[config.mk]
export PLATFORM = sky130hd
export DESIGN_NAME = wb_cmd_master
export DESIGN_NICKNAME = d
export VERILOG_FILES = /design/src/rtl/wb_cmd_master.sv
export SDC_FILE = /design/constraint.sdc
export NUM_CORES = 1
export LEC_CHECK = 0
export ABC_AREA = 1
export CORE_MARGIN = 8
export CORE_UTILIZATION = 40
export CTS_BUF_LIST = sky130_fd_sc_hd__clkbuf_4
export DETAILED_ROUTE_END_ITERATION = 6
export GPL_ROUTABILITY_DRIVEN = 0
export PLACE_DENSITY_LB_ADDON = 0.1
export SYNTH_ARGS = -nofsm -noshare
export SYNTH_HDL_FRONTEND = slang
export SYNTH_SLANG_ARGS = --single-unit
[constraint.sdc]
create_clock -name clk -period 1.78 [get_ports clk]
set_input_delay 0.534 -clock clk [delete_from_list [all_inputs] [get_ports clk]]
set_output_delay 0.534 -clock clk [all_outputs]
set_load 0.005 [all_outputs]
[src/rtl/wb_cmd_master.sv]
// ============================================================================
// wb_cmd_master
// ----------------------------------------------------------------------------
// Single-transaction Wishbone initiator. A command accepted on the cmd stream
// becomes one classic Wishbone read or write cycle. The completion status and
// any read data are returned on the rsp stream. Only one transaction is in
// flight at a time.
//
// Handshake semantics (both streams): a transfer happens on a rising clk edge
// where valid & ready are both 1. A producer holds valid and its payload
// stable until that transfer. ready may be asserted before valid.
//
// Parameters
//   TIMEOUT : bus cycles to wait for an ack before aborting (0 = wait forever)
//   TW      : width of the timeout counter (TIMEOUT must fit in TW bits)
//
// Ports
//   clk, reset          : clock, synchronous active-low reset
//   cmd_valid/cmd_ready : command handshake (cmd_ready is high only in IDLE)
//   cmd_we/adr/sel/dat  : command payload (write enable, address, lanes, data)
//   rsp_valid/rsp_ready : response handshake
//   rsp_dat, rsp_err    : read data (0 for writes/errors), abort flag
//   wb_*_o / wb_*_i     : Wishbone initiator interface
//   wb_err_i            : bus error input, present only with the macro below
//   dbg_state           : current FSM state (0=IDLE, 1=BUS, 2=RESP)
//
// Build option
//   WB_CMD_MASTER_ERR_EN : adds wb_err_i. Priority is ack > err > timeout.
// ============================================================================
module wb_cmd_master #(
    parameter int TIMEOUT = 255,
    parameter int TW      = 8
) (
    input  logic        clk,
    input  logic        reset,
    input  logic        cmd_valid,
    output logic        cmd_ready,
    input  logic        cmd_we,
    input  logic [31:0] cmd_adr,
    input  logic [3:0]  cmd_sel,
    input  logic [31:0] cmd_dat,
    output logic        rsp_valid,
    input  logic        rsp_ready,
    output logic [31:0] rsp_dat,
    output logic        rsp_err,
    output logic        wb_cyc_o,
    output logic        wb_stb_o,
    output logic        wb_we_o,
    output logic [31:0] wb_adr_o,
    output logic [3:0]  wb_sel_o,
    output logic [31:0] wb_dat_o,
    input  logic [31:0] wb_dat_i,
    input  logic        wb_ack_i,
`ifdef WB_CMD_MASTER_ERR_EN
    input  logic        wb_err_i,
`endif
    output logic [1:0]  dbg_state
);

    typedef enum logic [1:0] {
        ST_IDLE = 2'd0,
        ST_BUS  = 2'd1,
        ST_RESP = 2'd2
    } state_t;

    localparam bit          LP_TO_EN = (TIMEOUT != 0);
    // Last counter value before expiry. When TIMEOUT is 0 it is unused.
    localparam logic [TW-1:0] LP_LAST = TW'((TIMEOUT == 0) ? 0 : TIMEOUT - 1);

    state_t        r_state;
    logic          r_cmd_ready;
    logic          r_rsp_valid;
    logic [31:0]   r_rsp_dat;
    logic          r_rsp_err;
    logic          r_cyc;
    logic          r_we;
    logic [31:0]   r_adr;
    logic [3:0]    r_sel;
    logic [31:0]   r_dat;
    logic [TW-1:0] r_cnt;

    logic w_err;
    logic w_expire;

`ifdef WB_CMD_MASTER_ERR_EN
    assign w_err = wb_err_i;
`else
    assign w_err = 1'b0;
`endif

    assign w_expire = LP_TO_EN && (r_cnt == LP_LAST);

    always_ff @(posedge clk) begin
        if (!reset) begin
            r_state     <= ST_IDLE;
            r_cmd_ready <= 1'b1;
            r_rsp_valid <= 1'b0;
            r_rsp_dat   <= 32'd0;
            r_rsp_err   <= 1'b0;
            r_cyc       <= 1'b0;
            r_we        <= 1'b0;
            r_adr       <= 32'd0;
            r_sel       <= 4'd0;
            r_dat       <= 32'd0;
            r_cnt       <= '0;
        end else begin
            case (r_state)
                ST_IDLE: begin
                    if (cmd_valid) begin
                        r_we        <= cmd_we;
                        r_adr       <= cmd_adr;
                        r_sel       <= cmd_sel;
                        r_dat       <= cmd_dat;
                        r_cyc       <= 1'b1;
                        r_cnt       <= '0;
                        r_cmd_ready <= 1'b0;
                        r_state     <= ST_BUS;
                    end
                end
                ST_BUS: begin
                    if (wb_ack_i) begin
                        r_cyc       <= 1'b0;
                        r_rsp_dat   <= r_we ? 32'd0 : wb_dat_i;
                        r_rsp_err   <= 1'b0;
                        r_rsp_valid <= 1'b1;
                        r_state     <= ST_RESP;
                    end else if (w_err || w_expire) begin
                        r_cyc       <= 1'b0;
                        r_rsp_dat   <= 32'd0;
                        r_rsp_err   <= 1'b1;
                        r_rsp_valid <= 1'b1;
                        r_state     <= ST_RESP;
                    end else begin
                        // Never wraps: reaching LP_LAST leaves BUS.
                        r_cnt <= r_cnt + TW'(1);
                    end
                end
                ST_RESP: begin
                    if (rsp_ready) begin
                        r_rsp_valid <= 1'b0;
                        r_cmd_ready <= 1'b1;
                        r_state     <= ST_IDLE;
                    end
                end
                default: begin
                    r_state     <= ST_IDLE;
                    r_cmd_ready <= 1'b1;
                    r_rsp_valid <= 1'b0;
                    r_cyc       <= 1'b0;
                end
            endcase
        end
    end

    assign cmd_ready = r_cmd_ready;
    assign rsp_valid = r_rsp_valid;
    assign rsp_dat   = r_rsp_dat;
    assign rsp_err   = r_rsp_err;
    assign wb_cyc_o  = r_cyc;
    assign wb_stb_o  = r_cyc;   // single-beat cycles: stb tracks cyc
    assign wb_we_o   = r_we;
    assign wb_adr_o  = r_adr;
    assign wb_sel_o  = r_sel;
    assign wb_dat_o  = r_dat;
    assign dbg_state = r_state;

endmodule

==> flow_summary.yaml <==
outcome:
  status: "complete, no violations"
placement:
  dp.cells: 875
  port_buffers: 213
  place_area_um2: 6559
  hpwl_um: 10290
flow_run:
  maxCapViolations: 0
route:
  ant_nets: 0
  drc: 0
  via_count: 4297
  top_layer: "met4"
  wl_met1_um: 5160
  met2_length_um: 6883
  drt_wl_total_um: 13850
  drt_iter0_drc: 211
  firstDrtPassIters: 4
  wl_met3_um: 1432
  wl_per_cell_um: 15.22
  via_per_inst: 4.722
clocking:
  cts-hold-fix-buffers: 0
  cts_tree: "done"
  cts.path.max_buffers: 2
  cts_sinks: 115
  clkLatencyLatePin_ps: 500
  cts_root_buf: "clkbuf_4"
  clk_pin_slew_worst_paths_ps: 90
  cts_made_buffers: 17
  htreeDepth: 4
power_and_ir_drop:
  power_frac_seq_pct: 45.8
  irDropWorstVdd_v: 0.0004794
  p_clk_share_pct: 37.9
  switching_power_mw: 1.490
  p_int_mw: 4.739
  combPwrFrac_pct: 16.3
  power_density_nw_per_um2: 911.2
  p_leak_nw: 3.092
  netSwitchingFraction_pct: 23.92
  p_total_mw: 6.228
logic_synthesis:
  yosys.area.top_type: "dfxtp_1"
  syn_nets: 653
  synthSimpleGateAreaFrac_pct: 25.62
  seq_area_frac_synth_pct: 54.25
  yosysWarnings: 0
  synth_cell_type_count: 26
  synth_compound_area_share_pct: 14.30
  synthAdderAreaFrac_pct: 0.5896
  syn_inst: 545
  synth-xor-area-share_pct: 0
  syn_area_per_cell_um2: 7.787
  synth-seq-cells: 115
  synth.area.mux_share_pct: 0
  synth_top_family_by_area: "simple AND/OR/NAND/NOR gates"
  syn_area_um2: 4244
  yosys-top-cells-area: "dfxtp_1 54%, nor2_1 13%, o21ai_0 8.6%"
  synth_top_area_share_pct: 54.25
sta:
  finalCritPeriodShare_pct: 94.24
  final-setup-viol-count: 0
  slew_viol_final: 0
  tightestPinTransition_ps: 263.0
  fin_crit_ps: 1677
  finalHoldViolCount: 0
  finClkSkew_ps: 17.51
  fmax_mhz: 596.2
  rsz0062_at_grt: "false"
  relSlewSlack_pct: 82.47
global_route:
  grt_util_all_layers_pct: 19.53
  grt_max_degree: 70
  grt_antenna_before_repair: 1
  grt_pass1_vias: 4453
  grt.overflow.total: 0
  grt_pass1_wl_um: 22380
floorplan:
  design.die.area_um2: 14160
  start_util_pct: 41.11
  rows: 37
  die_y_um: 119.0
  fp.dieW_um: 119.0
  boundaryPins: 214
  core_um2: 10320
worst_setup_path:
  crit_slowest_cell: "dfxtp_2"
  cp_top_family: "flip-flops"
  cp_cell_sequence: "dlygate4sd2_1"
  startpoint_type: "register"
  critical_path.max_stage_delay_ps: 380
  worstPathMaxFanout: 3
  worstPathRequired_ps: 1250
  worstPathArrival_ps: 1140
  path_class: "reg2out"
  cp.buffers_inverters: 1
  cp-end-kind: "output pin"
layout:
  layout.filler_cells: 909
  final_nets: 868
  utilization_pct: 66.21
  area_growth_syn_to_layout_pct: 61.06
  finalNonFillerCells: 910
  stdcell_area_um2: 6835
  drive_above_1_share_pct: 12.16
hold_path:
  min_path_type: "in2reg"
power groups by stage:
stage | clock network (mW) | registers [mW] | logic [mW]
floorplan | 0 | 2.92 | 0.389
global placement | 0 | 2.90 | 1.12
CTS | 2.43 | 2.85 | 1.03
finish | 2.36 | 2.85 | 1.02
global route | 2.55 | 2.88 | 1.13
detailed placement | 0 | 2.91 | 1.14
layout make-up:
class | count | area, µm² | area share (%)
well taps | 136 | 170.2 | 2.489
multi-input cells | 381 | 1719 | 25.15
clock buffers | 20 | 150.1 | 2.197
diodes | 1 | 2.502 | 0.03661
flip-flops and latches | 115 | 2340 | 34.23
clock inverters | 12 | 210.2 | 3.075
repair buffers | 229 | 2183 | 31.94
inverters | 16 | 60.06 | 0.8786
per-layer routing:
| layer | track usage, % | up-vias |
|---|---|---|
| met5 | 0 | - |
| met3 | 10.44 | 22 |
| li1 | - | 2185 |
| met4 | 8.775 | 0 |
| met2 | 33.61 | 151 |
| met1 | 19.07 | 1939 |
cells by family after synthesis:
logic type | count (synthesis)
buf+inv | 49
compound gates | 117
fa+ha+maj | 2
flops | 115
simple gates | 262
cells in the final DEF (no fill, tap or decap), drive strengths merged, types with 6 or more instances in the layout:
cell type and instances:
nor2 156, dfxtp 115, dlygate4sd2 107, clkdlybuf4s50 104, nand2 88, o21ai 74
a21oi 40, clkbuf 21, buf 17, inv 16, nand3 9, nand4 6
bufinv 6
flip-flops by register name, summed over array words and instances (netlist names), 2 cells and up:
name and cells:
rsp_dat 32, wb_sel_o 4, r_cnt 8, dbg_state 2, wb_dat_o 32, wb_adr_o 32
Yosys cell counts, drive strengths merged:
cell type    n
dfxtp      115
nor2       156
o211a        1
ha           2
nand2       88
o21bai       1
nand3        9
a21oi       40
nor3         1
buf         14
or2          2
clkbuf      19
inv         16
o21ai       74
o211ai       1
nand4        6
stage by stage:
step | setup TNS [ps] | setup WS (ps) | hold WS [ps]
final | 0 | 102.6 | 358.4
after global routing | 0 | 2.171 | 280.7
after CTS | 0 | 26.22 | 292.4
after detailed placement | -746.5 | -58.03 | 452.3
after global placement | -9.093 | -9.093 | 445.0
after floorplan | 0 | 386.5 | 450.6
final timing paths:
check                          startpoint                 endpoint  slack, ps  depth (start not counted)
setup / recovery     wb_we_o$_SDFFE_PN0P_                  wb_we_o        100                          1
hold / removal                      reset   cmd_ready$_SDFFE_PN1P_        360                          2
setup reg to reg    r_cnt[1]$_SDFFE_PN0P_    r_cnt[1]$_SDFFE_PN0P_        190                          8
hold reg to reg   rsp_dat[9]$_SDFFE_PN0P_  rsp_dat[9]$_SDFFE_PN0P_        460                          2
what timing repair did:
item | CTS | global route
resized for setup | 137 | 1
cloned | 0 | 0
setup buffers | 2 | 0
endpoints found under the setup margin | 108 | 1
No activity file was read; power rests on OpenSTA's default activity.
